===== src/rtl/stopwatch_pkg.sv =====
// Shared types and helpers for the stopwatch digit chain.
//   sw_state_t          : chain FSM state encoding
//   SW_DEFAULT_MAX_VEC  : default packed per-digit maxima (9,9,5,9 from digit 0 up)
//   digit_max()         : extract one digit maximum from a packed maximum vector
package stopwatch_pkg;

  typedef enum logic [1:0] {
    SW_STOPPED = 2'd0,
    SW_RUNNING = 2'd1,
    SW_EXPIRED = 2'd2
  } sw_state_t;

  localparam logic [15:0] SW_DEFAULT_MAX_VEC = 16'h9599;

  // Returns field idx of width w from a packed vector (zero-extended to 32 bits).
  function automatic logic [31:0] digit_max(input logic [255:0] vec,
                                            input int unsigned idx,
                                            input int unsigned w);
    logic [31:0] mask;
    mask = (32'd1 << w) - 32'd1;
    return 32'(vec >> (idx * w)) & mask;
  endfunction

endpackage


===== src/rtl/mod_digit_cell.sv =====
// One modulo digit of the stopwatch chain.
//   mclock     : clock
//   clear      : synchronous active-high reset
//   enable     : advance this digit this cycle (tick or ripple from lower digit)
//   dir        : 0 = up, 1 = down
//   load       : preload from load_val (saturated to max_val); beats enable
//   load_val   : preload digit value
//   max_val    : digit maximum (modulus - 1)
//   value      : registered digit value
//   carry_out  : enable & up & at maximum (combinational)
//   borrow_out : enable & down & at zero (combinational)
module mod_digit_cell #(
  parameter int unsigned DIGIT_W = 4
) (
  input  logic               mclock,
  input  logic               clear,
  input  logic               enable,
  input  logic               dir,
  input  logic               load,
  input  logic [DIGIT_W-1:0] load_val,
  input  logic [DIGIT_W-1:0] max_val,
  output logic [DIGIT_W-1:0] value,
  output logic               carry_out,
  output logic               borrow_out
);

  logic               at_max;
  logic               at_zero;
  logic [DIGIT_W-1:0] load_sat;

  assign at_max     = (value == max_val);
  assign at_zero    = (value == '0);
  assign load_sat   = (load_val > max_val) ? max_val : load_val;
  assign carry_out  = enable & ~dir & at_max;
  assign borrow_out = enable &  dir & at_zero;

  // Digit register: clear > load > count.
  always_ff @(posedge mclock) begin
    if (clear) begin
      value <= '0;
    end else if (load) begin
      value <= load_sat;
    end else if (enable) begin
      if (!dir) value <= at_max  ? '0      : value + DIGIT_W'(1);
      else      value <= at_zero ? max_val : value - DIGIT_W'(1);
    end
  end

endmodule


===== src/rtl/stopwatch_chain.sv =====
// Stopwatch / timer digit chain with preload, lap freeze and wrap/done events.
//   mclock, clear        : clock, synchronous active-high reset
//   tick                 : time-base enable pulse
//   start_stop           : toggles STOPPED <-> RUNNING (ignored in EXPIRED)
//   mode                 : 0 = count up, 1 = count down
//   load, load_val       : preload (digits saturated to their maxima)
//   lap                  : toggles the display freeze
//   count                : live chain value
//   digits               : frozen snapshot while lap_active, else count (combinational)
//   running, lap_active  : status
//   wrap, done           : one-cycle event pulses (up wrap, down reached zero)
module stopwatch_chain
  import stopwatch_pkg::*;
#(
  parameter int unsigned NUM_DIGITS = 4,
  parameter int unsigned DIGIT_W    = 4,
  parameter logic [NUM_DIGITS*DIGIT_W-1:0] MAX_VEC =
    (NUM_DIGITS*DIGIT_W)'(SW_DEFAULT_MAX_VEC)
) (
  input  logic                          mclock,
  input  logic                          clear,
  input  logic                          tick,
  input  logic                          start_stop,
  input  logic                          mode,
  input  logic                          load,
  input  logic [NUM_DIGITS*DIGIT_W-1:0] load_val,
  input  logic                          lap,
  output logic [NUM_DIGITS*DIGIT_W-1:0] count,
  output logic [NUM_DIGITS*DIGIT_W-1:0] digits,
  output logic                          running,
  output logic                          lap_active,
  output logic                          wrap,
  output logic                          done
);

  localparam int unsigned CHAIN_W = NUM_DIGITS * DIGIT_W;

  sw_state_t state, state_n;

  logic [NUM_DIGITS-1:0] en;
  logic [NUM_DIGITS-1:0] carry;
  logic [NUM_DIGITS-1:0] borrow;
  logic [CHAIN_W-1:0]    snapshot;
  logic                  run_tick;
  logic                  count_zero;
  logic                  count_one;
  logic                  wrap_c;
  logic                  done_c;
  logic                  unused_borrow;

  // A tick counts only while running and not pre-empted by load.
  assign run_tick   = (state == SW_RUNNING) & tick & ~load;
  assign count_zero = (count == '0);
  assign count_one  = (count == CHAIN_W'(1));

  // Down count from all-zero holds at zero instead of underflowing.
  assign en[0]  = run_tick & ~(mode & count_zero);
  assign wrap_c = run_tick & ~mode & carry[NUM_DIGITS-1];
  assign done_c = run_tick &  mode & (count_zero | count_one);

  // The top digit can never borrow: that would need an all-zero chain, which is gated off.
  assign unused_borrow = borrow[NUM_DIGITS-1];

  // Digit chain with combinational carry/borrow ripple.
  for (genvar gi = 0; gi < NUM_DIGITS; gi++) begin : g_digit
    localparam logic [DIGIT_W-1:0] DMAX =
      DIGIT_W'(digit_max(256'(MAX_VEC), gi, DIGIT_W));

    mod_digit_cell #(.DIGIT_W(DIGIT_W)) u_cell (
      .mclock     (mclock),
      .clear      (clear),
      .enable     (en[gi]),
      .dir        (mode),
      .load       (load),
      .load_val   (load_val[gi*DIGIT_W +: DIGIT_W]),
      .max_val    (DMAX),
      .value      (count[gi*DIGIT_W +: DIGIT_W]),
      .carry_out  (carry[gi]),
      .borrow_out (borrow[gi])
    );

    if (gi < NUM_DIGITS - 1) begin : g_ripple
      assign en[gi+1] = carry[gi] | borrow[gi];
    end
  end

  // FSM state register; running is registered from the next state.
  always_ff @(posedge mclock) begin
    if (clear) begin
      state   <= SW_STOPPED;
      running <= 1'b0;
    end else begin
      state   <= state_n;
      running <= (state_n == SW_RUNNING);
    end
  end

  // FSM next state; expiry wins over a simultaneous start_stop.
  always_comb begin
    state_n = state;
    case (state)
      SW_STOPPED: if (start_stop) state_n = SW_RUNNING;
      SW_RUNNING: begin
        if (done_c)          state_n = SW_EXPIRED;
        else if (start_stop) state_n = SW_STOPPED;
      end
      SW_EXPIRED: if (load) state_n = SW_STOPPED;
      default:    state_n = SW_STOPPED;
    endcase
  end

  // Event pulses, registered so they line up with the updated count.
  always_ff @(posedge mclock) begin
    if (clear) begin
      wrap <= 1'b0;
      done <= 1'b0;
    end else begin
      wrap <= wrap_c;
      done <= done_c;
    end
  end

  // Lap freeze: capture the pre-update count on entry, release on the next pulse.
  always_ff @(posedge mclock) begin
    if (clear) begin
      lap_active <= 1'b0;
      snapshot   <= '0;
    end else if (lap) begin
      if (!lap_active) begin
        snapshot   <= count;
        lap_active <= 1'b1;
      end else begin
        lap_active <= 1'b0;
      end
    end
  end

  assign digits = lap_active ? snapshot : count;

endmodule


===== config.mk =====
export PLATFORM = sky130hd
export DESIGN_NAME = stopwatch_chain
export DESIGN_NICKNAME = d
export VERILOG_FILES = /design/src/rtl/stopwatch_pkg.sv /design/src/rtl/mod_digit_cell.sv /design/src/rtl/stopwatch_chain.sv
export SDC_FILE = /design/constraint.sdc
export NUM_CORES = 1
export LEC_CHECK = 0
export BUFFER_PORTS_ARGS = -buffer_cell sky130_fd_sc_hd__buf_4
export CELL_PAD_IN_SITES_DETAIL_PLACEMENT = 1
export CELL_PAD_IN_SITES_GLOBAL_PLACEMENT = 2
export CORE_ASPECT_RATIO = 0.6
export CORE_UTILIZATION = 34
export CTS_BUF_LIST = sky130_fd_sc_hd__clkbuf_2
export DETAILED_ROUTE_END_ITERATION = 16
export PLACE_DENSITY_LB_ADDON = 0.1
export SYNTH_ARGS = -nofsm -noshare
export SYNTH_HDL_FRONTEND = slang
export SYNTH_SLANG_ARGS = --single-unit

===== constraint.sdc =====
create_clock -name mclock -period 3.8 [get_ports mclock]
set_input_delay 0.76 -clock mclock [delete_from_list [all_inputs] [get_ports mclock]]
set_output_delay 0.76 -clock mclock [all_outputs]
set_load 0.005 [all_outputs]

==> flow_summary.yaml <==
cts:
  cts-root-buf: "clkbuf_2"
  cts_tree: "built"
  ctsResizeCount: 0
  clkSinkCount: 38
  clkSlewWorstSetupHoldPaths_ps: 190
  cts-buffers-inserted: 5
  clk_latency_ps: 410
  ctsHoldBuffers: 0
  post_cts_buffers: 0
  cts_htree_levels: 2
  cts_max_path_buffers: 2
sta:
  worst_pin_slew_ps: 863.4
  finalClockSkew_ps: 13.44
  postLayoutSetupSlackWorst_ps: 1147
  fin_crit_sh_pct: 69.82
  rsz0062_at_grt: "false"
  timing.fmax_mhz: 376.9
  slew_headroom_pct: 42.36
  period_minus_slack_ps: 2653
  setup_violations: 0
  final_hold_viol_count: 0
  maxSlewViolCount: 0
  fin_setup_tns_ps: 0
logic_synthesis:
  synth_edf_count: 0
  ys_ff_latch: 38
  syn_area_mm2: 0.002501
  synth-seq-area-share_pct: 30.42
  synth-async-reset-ratio_pct: 0
  yosys_most_used_dff: "dfxtp_1"
  synth_fp_nets: 339
  synth.avg_cell_area_um2: 7.915
  synth.distinct_cells: 63
  synthCells: 316
  ys.warnings.count: 0
placed_design:
  preCtsSetupSlack_ps: 964.8
  dpl.hpwl_um: 5158
  gp_congestion: 0.7681
  io_buffers: 58
cells_and_area:
  nets: 374
  drive_gt1_share_pct: 27.07
  area_growth_pct: 18.81
  n_antenna_cell: 0
  fillers: 866
power_and_ir_drop:
  power_switching_share_pct: 33.23
  power_density_mw_per_mm2: 291.3
  p_seq_share_pct: 53.9
  cell_internal_pwr_w: 0.0005779
  ir_worst_vdd_v: 0.0001447
  total_leakage_power_nw: 1.148
  combinationalPowerShare_pct: 24.1
  clkPwrFrac_pct: 22.0
  power.switching_w: 0.0002876
route:
  dr_wl_met2_um: 3027
  ant_nets: 0
  via_count: 2419
  drc: 0
  dr.pass1.iters: 4
  wirelength_um: 7381
  drtIter0Drc: 133
  routed-wl-met3_um: 302
  highest_layer: "met4"
  drt-met1-wl_um: 3990
  drt-wirelength-per-cell_um: 16.85
  viasPerCell: 5.523
grt:
  grt_pass1_wl_um: 12180
  grt_use_total_pct: 20.65
  antenna_found_initial: 0
  grt_pass1_vias: 2283
  grt-ovfl-total: 0
  grt_max_degree: 40
flow_run:
  maxCapViolCount: 0
floorplanning:
  dieArea_mm2: 0.007714
  coreArea_mm2: 0.006878
  pin_count: 59
  die_y_um: 68.44
  start_util_pct: 36.37
  die_x_um: 112.7
  num_rows: 23
worst_hold_path:
  hold_end: "snapshot[15]$_SDFFE_PP0P_"
  min_path_cells: 2
  worstHoldStart: "snapshot[15]$_SDFFE_PP0P_"
  hp-class: "flop to flop"
setup_path:
  path_cells: "mux2_2 -> buf_4"
  critPathTopFamily: "flip-flops"
  start_kind: "flop"
  critPathKind: "flop to primary output"
  crit_buf_inv: 1
  worst_setup_path_end_kind: "primary output"
  cp_slowest_stage_delay_ps: 930
  rrSetupSlack_ps: 1350
  worstPathArrival_ps: 1890
  required_ps: 3040
  r2r_end: "g_digit[3].u_cell.value[1]$_SDFFE_PP0P_"
  r2r_start: "g_digit[1].u_cell.value[0]$_SDFFE_PP0P_"
  reg2reg_depth: 5
  cpMaxStageDelayCell: "dfxtp_1"
  cp_max_fo: 21
  startpoint: "lap_active$_SDFFE_PP0P_"
outcome:
  outcome: "finished clean"
## state kept, by name, summed over array words and instances (netlist names)
register	cells
lap_active	1
running	1
g_digit.u_cell.value	16
snapshot	16
state	2
wrap	1
done	1
## layer usage
layer | GRT usage (%) | up-vias
li1 | - | 1205
met1 | 30.22 | 1156
met2 | 30.79 | 51
met3 | 4.340 | 7
met4 | 4.500 | 0
met5 | 0 | -
## worst reg2reg max path: stages, from the launching register on
cell	delay [ps]
dfxtp_1	510
nor4_1	690
nand4b_1	330
o2111ai_2	460
mux2i_1	240
a21oi_1	90
## power groups by stage
stage                     Sequential, W  Clock [W]  Combinational (W)
after CTS                      0.000467   0.000201           0.000210
after global placement         0.000474          0           0.000207
after floorplan                0.000439          0           0.000153
after global routing           0.000474   0.000214           0.000232
final                          0.000466   0.000190           0.000209
after detailed placement       0.000475          0           0.000209
## cells by family (layout without fill, tap and decap cells)
logic type | count (synthesis) | after routing | share of synthesized area (%)
and+or+nand+nor | 132 | 132 | 29.46
DFF | 38 | 38 | 30.42
AOI/OAI and AO/OA | 81 | 81 | 22.66
muxes | 22 | 22 | 9.655
xor gates and xnor gates | 6 | 6 | 2.101
buffers and inverters | 37 | 72 | 5.703
## cell usage in the layout, fill, tap and decap left out, types with 3 or more instances in the layout
cell type	synthesis	final
nor4_1	4	4
nor4b_1	4	4
a21oi_1	26	26
mux2i_1	5	5
o22ai_1	3	3
nand3_1	3	3
mux2_2	17	17
a21o_1	3	3
nor3b_1	4	4
nand4b_1	3	3
nand2_1	43	43
nor2_1	16	16
and2_1	3	3
nand2b_1	12	12
o21ai_0	11	11
buf_4	1	60
inv_1	5	5
nor2b_1	9	9
xor2_1	3	3
nand3b_1	8	8
nor3_1	5	5
clkbuf_2	0	7
xnor2_1	3	3
a211oi_1	8	8
a31oi_1	3	3
dfxtp_1	38	38
## metrics by stage
step	instance area [um^2]	total power, W	hold slack [ps]	utilization [%]	cells
floorplan	2501	0.0005919	432.9	-	316
global placement	2937	0.0006811	439.8	42.70	431
detailed placement	2937	0.0006837	448.1	42.70	431
CTS	2972	0.0008781	471.6	43.21	438
global route	2972	0.0009201	489.1	43.21	438
finish	2972	0.0008655	469.6	43.21	438
## how the worst max path moves through the flow
stage	slack, ps	end	depth (start not counted)
3_3_place_gp	1000	g_digit[3].u_cell.value[2]$_SDFFE_PP0P_	6
4_1_cts	1110	digits[2]	2
6_report	1150	digits[9]	2
2_1_floorplan	1420	g_digit[3].u_cell.value[2]$_SDFFE_PP0P_	5
3_5_place_dp	960	g_digit[3].u_cell.value[2]$_SDFFE_PP0P_	6
5_1_grt	970	digits[9]	2
## Yosys cell counts, drive strengths merged, types with 2 or more instances
library cell / instances / area [um^2]
a2111oi: 2 / 36.29
a211oi: 10 / 85.08
a21o: 3 / 22.52
a21oi: 26 / 130.1
a221oi: 2 / 17.52
a31oi: 3 / 18.77
and2: 3 / 18.77
and3: 2 / 12.51
buf: 4 / 18.77
clkbuf: 28 / 105.1
dfxtp: 38 / 760.7
inv: 5 / 18.77
mux2: 17 / 191.4
mux2i: 5 / 50.05
nand2: 43 / 161.4
nand2b: 12 / 75.07
nand3: 3 / 15.01
nand3b: 8 / 60.06
nand4b: 3 / 26.28
nor2: 16 / 60.06
nor2b: 9 / 56.30
nor3: 5 / 25.02
nor3b: 4 / 30.03
nor4: 4 / 25.02
nor4b: 4 / 35.03
nor4bb: 2 / 20.02
o211ai: 2 / 20.02
o21a: 3 / 23.77
o21ai: 13 / 65.06
o22ai: 3 / 18.77
o311ai: 2 / 17.52
or2: 3 / 18.77
or3: 2 / 12.51
or3b: 3 / 28.78
xnor2: 3 / 26.28
xor2: 3 / 26.28
## final cells by class
type	count	area [um^2]	area share (%)
tap	87	108.9	3.663
timing repair buffer	60	450.4	15.16
multi-input combinational	241	1598	53.77
inverter	5	18.77	0.6316
sequential	38	760.7	25.60
clock buffer	7	35.03	1.179
(Power assumes the default switching activity.)
